File: src/rtl/ball_ctl.sv
// Pong ball physics: moves the ball once per frame, bounces off walls and pads, reports points.
// Optional BALL_SPEEDUP_EN adds the hit counter that raises the x-speed every few pad hits.
module ball_ctl #(
    parameter int FIELD_W          = 1024,
    parameter int FIELD_H          = 768,
    parameter int BALL_SIZE        = 15,
    parameter int PAD_HEIGHT       = 145,
    parameter int PAD_WIDTH        = 15,
    parameter int X_PAD_LEFT       = 30,
    parameter int X_PAD_RIGHT      = 979,
    parameter int SPEED_INIT       = 4,
    parameter int SPEED_MAX        = 8,
    parameter int HITS_PER_SPEEDUP = 4,
    parameter int HOLD_FRAMES      = 60
) (
    input  logic        clk,
    input  logic        rst,
    input  logic        vblnk,
    input  logic        serve,
    input  logic [9:0]  y_pad_left,
    input  logic [9:0]  y_pad_right,
    output logic [10:0] x_ball,
    output logic [9:0]  y_ball,
    output logic        ball_active,
    output logic        score_left_evt,
    output logic        score_right_evt
);

    // state  | meaning
    // IDLE   | ball centred, waiting for a serve
    // PLAY   | ball moving, walls and pads active
    // SCORED | ball frozen at the edge for HOLD_FRAMES frames
    typedef enum logic [1:0] {
        IDLE   = 2'd0,
        PLAY   = 2'd1,
        SCORED = 2'd2
    } state_t;

    localparam int SP_W   = $clog2(SPEED_MAX + 1);
    localparam int HOLD_W = $clog2(HOLD_FRAMES + 1);

    localparam logic [11:0] C_BALL  = 12'(BALL_SIZE);
    localparam logic [11:0] C_FW_M1 = 12'(FIELD_W - 1);
    localparam logic [11:0] C_FH_M1 = 12'(FIELD_H - 1);
    localparam logic [11:0] C_PH    = 12'(PAD_HEIGHT);
    localparam logic [11:0] C_XPR   = 12'(X_PAD_RIGHT);
    localparam logic [11:0] C_FACEL = 12'(X_PAD_LEFT + PAD_WIDTH);
    localparam logic [11:0] C_SY    = 12'(SPEED_INIT);

    localparam logic [10:0] X_CTR   = 11'((FIELD_W - BALL_SIZE) / 2);
    localparam logic [9:0]  Y_CTR   = 10'((FIELD_H - BALL_SIZE) / 2);
    localparam logic [10:0] X_LAND_R = 11'(X_PAD_RIGHT - BALL_SIZE - 1);
    localparam logic [10:0] X_LAND_L = 11'(X_PAD_LEFT + PAD_WIDTH + 1);
    localparam logic [10:0] X_MISS_R = 11'(FIELD_W - 1 - BALL_SIZE);
    localparam logic [9:0]  Y_BOTTOM = 10'(FIELD_H - 1 - BALL_SIZE);

    if (HITS_PER_SPEEDUP < 1 || SPEED_MAX < SPEED_INIT) begin : g_bad_cfg
        $error("ball_ctl: inconsistent speed configuration");
    end

    state_t              state, state_nxt;
    logic                vblnk_q, tick;
    logic                dir_x, dir_x_nxt;       // 1 = right
    logic                dir_y, dir_y_nxt;       // 1 = down
    logic                serve_dir, serve_dir_nxt;
    logic                pending, pending_nxt;
    logic [HOLD_W-1:0]   hold_cnt, hold_nxt;
    logic [10:0]         x_nxt;
    logic [9:0]          y_nxt;
    logic                sl_nxt, sr_nxt;
    logic [SP_W-1:0]     speed_x;
    logic [SP_W-1:0]     eff_sx;
    logic                eff_dx, eff_dy, move, pad_hit;
    logic [11:0]         x12, y12, sx12, pad_l12, pad_r12;
    logic                ovl_l, ovl_r;

`ifdef BALL_SPEEDUP_EN
    localparam int HIT_W = $clog2(HITS_PER_SPEEDUP + 1);
    logic [HIT_W-1:0]    hit_cnt, hit_cnt_nxt, eff_hc;
    logic [SP_W-1:0]     speed_x_nxt;
`else
    assign speed_x = SP_W'(SPEED_INIT);
`endif

    assign tick        = vblnk & ~vblnk_q;
    assign ball_active = (state == PLAY);

    assign x12     = {1'b0, x_ball};
    assign y12     = {2'b0, y_ball};
    assign pad_l12 = {2'b0, y_pad_left};
    assign pad_r12 = {2'b0, y_pad_right};
    assign ovl_l   = (y12 + C_BALL >= pad_l12) && (y12 <= pad_l12 + C_PH);
    assign ovl_r   = (y12 + C_BALL >= pad_r12) && (y12 <= pad_r12 + C_PH);

    always_ff @(posedge clk or negedge rst) begin
        if (!rst) begin
            state           <= IDLE;
            vblnk_q         <= 1'b0;
            x_ball          <= X_CTR;
            y_ball          <= Y_CTR;
            dir_x           <= 1'b1;
            dir_y           <= 1'b1;
            serve_dir       <= 1'b1;
            pending         <= 1'b0;
            hold_cnt        <= '0;
            score_left_evt  <= 1'b0;
            score_right_evt <= 1'b0;
`ifdef BALL_SPEEDUP_EN
            speed_x         <= SP_W'(SPEED_INIT);
            hit_cnt         <= '0;
`endif
        end else begin
            state           <= state_nxt;
            vblnk_q         <= vblnk;
            x_ball          <= x_nxt;
            y_ball          <= y_nxt;
            dir_x           <= dir_x_nxt;
            dir_y           <= dir_y_nxt;
            serve_dir       <= serve_dir_nxt;
            pending         <= pending_nxt;
            hold_cnt        <= hold_nxt;
            score_left_evt  <= sl_nxt;
            score_right_evt <= sr_nxt;
`ifdef BALL_SPEEDUP_EN
            speed_x         <= speed_x_nxt;
            hit_cnt         <= hit_cnt_nxt;
`endif
        end
    end

    always_comb begin
        state_nxt     = state;
        x_nxt         = x_ball;
        y_nxt         = y_ball;
        dir_x_nxt     = dir_x;
        dir_y_nxt     = dir_y;
        serve_dir_nxt = serve_dir;
        pending_nxt   = 1'b0;
        hold_nxt      = hold_cnt;
        sl_nxt        = 1'b0;
        sr_nxt        = 1'b0;
        move          = 1'b0;
        pad_hit       = 1'b0;
        eff_dx        = dir_x;
        eff_dy        = dir_y;
        eff_sx        = speed_x;
`ifdef BALL_SPEEDUP_EN
        speed_x_nxt   = speed_x;
        hit_cnt_nxt   = hit_cnt;
        eff_hc        = hit_cnt;
`endif

        case (state)
            IDLE: begin
                pending_nxt = pending | serve;
                // The serve frame also carries the first movement step.
                if (tick && (pending || serve)) begin
                    state_nxt     = PLAY;
                    pending_nxt   = 1'b0;
                    serve_dir_nxt = ~serve_dir;
                    eff_dx        = serve_dir;
                    eff_dy        = 1'b1;
                    eff_sx        = SP_W'(SPEED_INIT);
`ifdef BALL_SPEEDUP_EN
                    eff_hc        = '0;
`endif
                    move          = 1'b1;
                end
            end
            PLAY: begin
                move = tick;
            end
            SCORED: begin
                if (tick) begin
                    if (hold_cnt == '0) begin
                        state_nxt = IDLE;
                        x_nxt     = X_CTR;
                        y_nxt     = Y_CTR;
                    end else begin
                        hold_nxt = hold_cnt - 1'b1;
                    end
                end
            end
            default: state_nxt = IDLE;
        endcase

        sx12 = 12'(eff_sx);

        if (move) begin
            dir_x_nxt = eff_dx;
            dir_y_nxt = eff_dy;
`ifdef BALL_SPEEDUP_EN
            speed_x_nxt = eff_sx;
            hit_cnt_nxt = eff_hc;
`endif
            if (eff_dy) begin
                if (y12 + C_BALL + C_SY >= C_FH_M1) begin
                    y_nxt     = Y_BOTTOM;
                    dir_y_nxt = 1'b0;
                end else begin
                    y_nxt = 10'(y12 + C_SY);
                end
            end else begin
                if (y12 <= C_SY) begin
                    y_nxt     = '0;
                    dir_y_nxt = 1'b1;
                end else begin
                    y_nxt = 10'(y12 - C_SY);
                end
            end

            // A hit needs the leading edge to cross the pad face on this frame.
            if (eff_dx) begin
                if ((x12 + C_BALL < C_XPR) && (x12 + C_BALL + sx12 >= C_XPR) && ovl_r) begin
                    x_nxt     = X_LAND_R;
                    dir_x_nxt = 1'b0;
                    pad_hit   = 1'b1;
                end else if (x12 + C_BALL + sx12 >= C_FW_M1) begin
                    x_nxt     = X_MISS_R;
                    sl_nxt    = 1'b1;
                    state_nxt = SCORED;
                    hold_nxt  = HOLD_W'(HOLD_FRAMES - 1);
                end else begin
                    x_nxt = 11'(x12 + sx12);
                end
            end else begin
                if ((x12 > C_FACEL) && (x12 <= C_FACEL + sx12) && ovl_l) begin
                    x_nxt     = X_LAND_L;
                    dir_x_nxt = 1'b1;
                    pad_hit   = 1'b1;
                end else if (x12 <= sx12) begin
                    x_nxt     = '0;
                    sr_nxt    = 1'b1;
                    state_nxt = SCORED;
                    hold_nxt  = HOLD_W'(HOLD_FRAMES - 1);
                end else begin
                    x_nxt = 11'(x12 - sx12);
                end
            end

`ifdef BALL_SPEEDUP_EN
            if (pad_hit) begin
                if (eff_hc == HIT_W'(HITS_PER_SPEEDUP - 1)) begin
                    hit_cnt_nxt = '0;
                    if (eff_sx < SP_W'(SPEED_MAX)) begin
                        speed_x_nxt = eff_sx + 1'b1;
                    end
                end else begin
                    hit_cnt_nxt = eff_hc + 1'b1;
                end
            end
`endif
        end
    end

endmodule

File: config.mk
export PLATFORM = sky130hd
export DESIGN_NAME = ball_ctl
export DESIGN_NICKNAME = d
export VERILOG_FILES = /design/src/rtl/ball_ctl.sv
export SDC_FILE = /design/constraint.sdc
export NUM_CORES = 1
export LEC_CHECK = 0
export BUFFER_PORTS_ARGS = -buffer_cell sky130_fd_sc_hd__buf_2
export CORE_ASPECT_RATIO = 0.8
export CORE_MARGIN = 2
export CORE_UTILIZATION = 61
export CTS_CLUSTER_DIAMETER = 30
export DETAILED_ROUTE_END_ITERATION = 10
export PLACE_DENSITY = 0.83
export SYNTH_ARGS = -nofsm -noshare
export SYNTH_HDL_FRONTEND = slang
export SYNTH_SLANG_ARGS = --single-unit
export TNS_END_PERCENT = 100
File: constraint.sdc
create_clock -name clk -period 3.9 [get_ports clk]
set_input_delay 1.17 -clock clk [delete_from_list [all_inputs] [get_ports clk]]
set_output_delay 1.17 -clock clk [all_outputs]
set_load 0.01 [all_outputs]
==> results.md, run 1 <==
* Worst min-delay path category: flop to flop
* CTS tree: built
* Detailed Place HPWL at 8970 um
* Fraction of power spent switching nets at 53.9%
* Dpl cell area at 4780 um2
* Crit path DAT at 4090 ps
* GR Util met1 at 42.8%
* Remaining global-route overflow at 0
* DR vias/cell at 6.60
* Total I/O pin count at 48
* Drt drc at 0
* Post-Syn Area per Cell at 7.92 um2
* Final core occ at 73.6%
* Initial core utilization at 62.8%
* CP Data Required Time at 4110 ps
* Die height at 79.3 um
* CP Buf/Inv Count at 1
* Sequential power share at 21.7%
* FF/Latch Area at 868 um2
* Max incr delay on CP at 380 ps
* Combinational share of power at 71.7%
* Pwr/cell area at 816 nW/um2
* Final setup viols at 0
* P_leak at 2.20 nW
* Multi-input logic area at 3300 um2
* Area growth, synth to finish at 17.3%
* M3 GR Usage at 6.60%
* Worst-Margin Slew at 735 ps
* Initial antenna violation count at 0
* Max-cap violations at 0
* Fillers at 530
* M2 GR Usage at 50.0%
* Share of layout cells above drive strength 1 at 24.8%
* Rel. slew slack at 51.0%
* Routed Antenna Nets at 0
* Setup CP Type: input pin to flop
* CP Cell Sequence: clkbuf_4 > ha_4 > nand3_2 > nand2_2 > a31oi_4 > xnor2_2 > ha_1 > a2111oi_4 > o21ai_1 > o221a_4 > a211oi_4 > a31oi_4 > and3_4 > a211oi_4
* Post-synthesis instance area at 4330 um2
* Psw at 0.00223 W
* Clk Latency, worst-skew pair at 290 ps
* Pint at 0.00191 W
* Slowest-stage cell, CP: a2111oi_4
* Most used routing layer: met2
* Cells after Synth at 546
* Antenna diodes at 0
* Fin. max-slew vios at 0
* Clock Sinks at 34
* Sequential share of the synthesized area at 20.1%
* Status: complete, no violations
* Die width at 98.2 um
* Routability congestion estimate at 0.943
* Synth Flop Type: dfrtp_1
* Post-Route WL at 12500 um
* Fin Clk Skew at 1.78 ps
* Flops & latches, synth at 34
* Die ar. at 7790 um2
* Crit path max-delay family: compound AO/OA/AOI/OAI gates
* Total number of vias at 4652
* Vias in the first global route at 4306
* Final period utilization at 99.6%
* H-Tree Depth at 2
* Total track usage at 31.2%
* RSZ-0062 raised after global routing: yes
* Final Hold Vio Count at 0
* 1st-iter DRT viols at 463
* PortBufs at 45
* Async SR Flop Fraction at 100%
* Ys Warns at 0
* Root Driver: clkbuf_8
* Final Cell Area at 5070 um2
* Wire length per cell at 17.8 um
* Largest net degree at the start of global routing at 35
* Crit path time final at 3880 ps
* CTS Buf Count at 5
* Reg clk slew, reported paths at 70 ps
* First-pass GRT wire length at 20000 um
* Post-synth EDFFs at 0
* CTS max path bufs at 2
* Netlist cell types at 83
* Clock power share at 6.6%
* Critical Path Source Type: input pin
* Maximum vdd drop at 0.557 mV
* Setup crit end kind: flop
* First-pass iteration count of the detailed router at 6
* Row Count at 27
* Fmax at 258 MHz
* CP max FO at 5
* Final net count at 688
* Core area at 6890 um2
## layer usage
metal,wire (um),share of wire [%]
met4,380,3.0
met2,5650,45
met5,0,0
met3,1100,8.8
met1,5400,43
## final timing paths
kind                           startpoint  cells past startpoint          end  slack, ps
max in group asynchronous             rst                      1    x_ball[9]       2500
max                        y_pad_right[1]                     14    x_ball[6]         20
min reg2reg                         dir_x                      2        dir_x        520
min                                 dir_x                      2        dir_x        520
min in group asynchronous             rst                      1  hold_cnt[1]        930
max reg2reg                     y_ball[3]                     15  hold_cnt[2]        200
## Yosys cell counts, drive strengths merged, types with 6 or more instances
cell type,instances,area [um2]
nor4,10,77.6
nand3,22,110
o21ai,33,165
xor2,14,123
nand2,48,180
o211ai,10,75.1
a31oi,13,96.3
ha,47,588
inv,33,124
a21oi,35,175
nor2,50,193
a211oi,8,75.1
dfrtp,20,500
xnor2,28,245
clkbuf,12,76.3
buf,17,115
nor3,22,121
o21a,6,45.0
nand4,13,81.3
dfstp,14,368
## state kept, by name, indices dropped and copies added (netlist names)
name,count
dir_x,1
dir_y,1
hold_cnt,6
pending,1
score_left_evt,1
score_right_evt,1
serve_dir,1
state,2
vblnk_q,1
x_ball,11
y_ball,8
## worst min-delay path, delay by kind of cell, from the launching register on
| family | cells | cell delay [ps] |
|---|---|---|
| and+or+nand+nor | 2 | 140 |
| DFF | 1 | 380 |
## power groups by stage
stage | registers (W) | logic, W | clock network, W
6_report | 0.000899 | 0.00297 | 0.000274
5_1_grt | 0.000925 | 0.00321 | 0.000291
4_1_cts | 0.000883 | 0.00279 | 0.000273
3_5_place_dp | 0.000887 | 0.00269 | 0
3_3_place_gp | 0.000875 | 0.00256 | 0
2_1_floorplan | 0.000737 | 0.00212 | 0
## repair_timing
action,CTS,global route
resized for setup,4,27
hold buffers,0,0
endpoints found under the setup margin,13,20
hold endpoints to repair,0,0
setup buffers,1,4
cloned,1,0
pin swaps,2,16
## layout by cell type, fill, tap and decap left out, drive strengths merged, types with 6 or more instances in the layout
cell type / netlist / routed
buf: 17 / 90
nor2: 50 / 50
nand2: 48 / 48
ha: 47 / 47
a21oi: 35 / 35
inv: 33 / 33
o21ai: 33 / 33
xnor2: 28 / 28
nand3: 22 / 22
nor3: 22 / 22
dfrtp: 20 / 20
xor2: 14 / 14
dfstp: 14 / 14
a31oi: 13 / 14
nand4: 13 / 13
o211ai: 10 / 10
nor4: 10 / 10
clkbuf: 12 / 8
a211oi: 8 / 8
o21a: 6 / 6
## stage by stage
step                setup TNS, ps  setup slack (ps)  hold slack (ps)  power (W)  instances
finish                          0              17.2              522    0.00414        705
global route                 -143             -84.4              540    0.00443        705
CTS                             0              20.8              520    0.00395        701
detailed placement          -6570              -446              510    0.00358        691
global placement            -3240              -233              499    0.00344        691
floorplan                       0              70.0              491    0.00285        547
## cell families (layout without fill, tap and decap cells)
group / Yosys count / after routing / synth area share [%]
adders and majority gates: 47 / 47 / 13.6
buffers and inverters: 62 / 132 / 7.29
other: 1 / 2 / 0.0867
muxes: 4 / 4 / 0.954
xor gates and xnor gates: 42 / 42 / 8.50
AOI/OAI and AO/OA: 153 / 154 / 24.9
DFF: 34 / 34 / 20.1
and+or+nand+nor: 203 / 203 / 24.6
## cell type report
class | instances | area share, %
repair buffers | 91 | 11.6
clock inverters | 1 | 0.0986
inverters | 33 | 2.44
clock buffers | 7 | 1.70
multi-input cells | 452 | 64.9
flip-flops and latches | 34 | 17.1
well taps | 87 | 2.14
Note: power is estimated with default switching activity, not from simulation.
==> run 2, diff against run 1 <==
- BUFFER_PORTS_ARGS: -buffer_cell sky130_fd_sc_hd__buf_2 -> -buffer_cell sky130_fd_sc_hd__buf_4
- CELL_PAD_IN_SITES_DETAIL_PLACEMENT: default -> 1
- CELL_PAD_IN_SITES_GLOBAL_PLACEMENT: default -> 1
- CORE_UTILIZATION: 61 -> 45
- CTS_CLUSTER_SIZE: default -> 10
- PLACE_DENSITY: 0.83 -> default
- PLACE_DENSITY_LB_ADDON: default -> 0.1
==> results.md, run 2 (synthesis gave the netlist of run 1 again) <==
* Final Hold Slack at 533 ps (+11.0 ps)
* CP Data Required Time at 4060 ps (-50 ps)
* DR vias/cell at 6.11 (-7.4%)
* Largest Register: x_ball
* Status: complete, no violations
* Maximum vdd drop at 0.517 mV (-7.1%)
* Flop2flop setup slack at 340 ps (+140 ps)
* Total number of vias at 4505 (-3.2%)
* Worst Hold Launch: serve_dir
* R2r endpoint: x_ball[4]
* Remaining global-route overflow at 0 (unchanged)
* Clk Latency, worst-skew pair at 280 ps (about the same)
* Routability congestion estimate at 0.927 (-1.7%)
* # hold bufs at CTS at 0 (unchanged)
* Vias in the first global route at 4642 (+7.8%)
* First-pass GRT wire length at 23500 um (+18%)
* Fmax at 264 MHz (+2.5%)
* Slowest-stage cell, CP: o221a_2
* Core area at 9190 um2 (+33%)
* Pwr/cell area at 830 nW/um2 (+1.7%)
* Max incr delay on CP at 340 ps (-40 ps)
* Post-Route WL at 14400 um (+15%)
* Final core occ at 56.8% (-17 points)
* Wire length per cell at 19.6 um (+10%)
* Setup_tns at 0 ps (unchanged)
* Fillers at 1130 (+110%)
* CP max FO at 4 (-1)
* P_leak at 2.28 nW (+3.4%)
* Drt drc at 0 (unchanged)
* Dpl cell area at 4970 um2 (+4.0%)
* Crit path launch: y_pad_left[0]
* Row Count at 31 (+15%)
* Die ar. at 10400 um2 (+34%)
* Total I/O pin count at 48 (unchanged)
* Fin Clk Skew at 9.13 ps (+7.35 ps)
* Final setup viols at 0 (unchanged)
* Worst reg-to-reg path cell count at 14 (-1)
* Worst-Margin Slew at 1150 ps (+418 ps)
* Most common cell after layout, fill and taps aside: buf_4
* Crit path time final at 3790 ps (-95.5 ps)
* Setup CP Type: input pin to flop
* Final net count at 692 (+0.58%)
* Routed Antenna Nets at 0 (unchanged)
* Initial antenna violation count at 0 (unchanged)
* Max-cap violations at 0 (unchanged)
* Final period utilization at 97.1% (-2.4 points)
* Max reg flops at 11 (unchanged)
* Final Cell Area at 5220 um2 (+2.8%)
* Reg clk slew, reported paths at 60 ps (about the same)
* Root Driver: clkbuf_16
* First-pass iteration count of the detailed router at 4 (-2)
* Placed cell count at 725 (+4.9%)
* Post-route non-filler standard cell count at 737 (+4.5%)
* Hold depth at 1 (-1)
* Die width at 114 um (+16%)
* Largest net degree at the start of global routing at 35 (unchanged)
* Initial core utilization at 47.1% (-16 points)
* Most frequent cells in the layout: buf_4, nand2_1, nor2_1, ha_1, a21oi_1
* H-Tree Depth at 2 (unchanged)
* Die height at 91.7 um (+16%)
* Share of layout cells above drive strength 1 at 24.3% (-0.48 points)
* R2R Path Start: y_ball[4]
* Critical Path Source Type: input pin
* 1st-iter DRT viols at 239 (-48%)
* Antenna diodes at 0 (unchanged)
* Area growth, synth to finish at 20.6%
* Registers with the most flip-flops: x_ball (11), y_ball (8), hold_cnt (6)
* CTS Buf Count at 5 (unchanged)
* PortBufs at 45 (unchanged)
* Rel. slew slack at 22.0% (-29 points)
* Worst min-delay path category: flop to flop
* Fin. max-slew vios at 0 (unchanged)
* CP Cell Sequence: buf_4 > ha_1 > a31o_2 > a31o_2 > xnor2_1 > ha_1 > nor4_2 > o21ai_0 > o221a_2 > a221oi_4 > buf_4 > o31ai_1 > a21boi_1 > nand3_1
* Detailed Place HPWL at 10600 um (+18%)
* Setup crit end kind: flop
* Min-Delay Endpoint: serve_dir
* Final Hold Vio Count at 0 (unchanged)
* Clock Sinks at 34 (unchanged)
* CTS tree: built
* Crit path DAT at 3940 ps (-150 ps)
* CTS max path bufs at 2 (unchanged)
* Total track usage at 27.5% (-3.7 points)
-- run 2: changes by cell type in the layout (fill, tap and decap cells not counted), moves of 2 or more --
cell,delta
buf_4,+51
buf_2,-43
clkbuf_16,+5
clkbuf_8,-5
a31oi_4,-2
ha_1,+2
nand3_1,+2
xnor2_1,+2
xnor2_2,-2
-- run 2: critical path, delay by kind of cell --
kind	cells	cell delay, ps
AOI/OAI and AO/OA	7	1580
xor gates and xnor gates	1	120
buffers and inverters	2	310
adders and majority gates	2	420
and+or+nand+nor	2	350
-- run 2: repair_timing --
item,CTS,global route
gates resized for setup,4,10
pin swaps,1,7
endpoints found under the setup margin,12,20
setup buffers,2,2
-- run 2: how the worst max path moves through the flow --
stage / endpoint / slack (ps) / cells after the start
floorplan: x_ball[6] / 70 / 13
global placement: x_ball[6] / -240 / 14
detailed placement: x_ball[6] / -340 / 14
CTS: x_ball[6] / 10 / 14
global route: x_ball[4] / -30 / 14
finish: x_ball[1] / 110 / 14
-- run 2: final cells by class --
type	count	area (um2)	area share, %
clock buffers	7	143	2.73
inverters	33	124	2.37
flip-flops and latches	34	868	16.6
clock inverters	1	5.00	0.0959
well taps	115	144	2.76
repair buffers	96	721	13.8
multi-input cells	451	3210	61.6
-- run 2: per-layer routing --
| layer | GRT usage [%] | vias up | share of wire [%] |
|---|---|---|---|
| met5 | 0 | - | 0 |
| met4 | 3.96 | 0 | 0.62 |
| met3 | 3.11 | 11 | 5.4 |
| met2 | 45.2 | 97 | 47 |
| met1 | 39.7 | 2242 | 47 |
| li1 | - | 2155 | - |
-- run 2: where the power goes --
group,switching (W),total (W),internal [W]
registers,0.000398,0.000943,0.000545
clock network,0.000148,0.000401,0.000253
logic,0.00169,0.00298,0.00129
-- run 2: through the flow --
stage               total power [W]  worst slack [ps]
floorplan                   0.00285              70.0
global placement            0.00361              -244
detailed placement          0.00374              -343
CTS                         0.00422              12.8
global route                0.00467             -32.2
finish                      0.00433               113
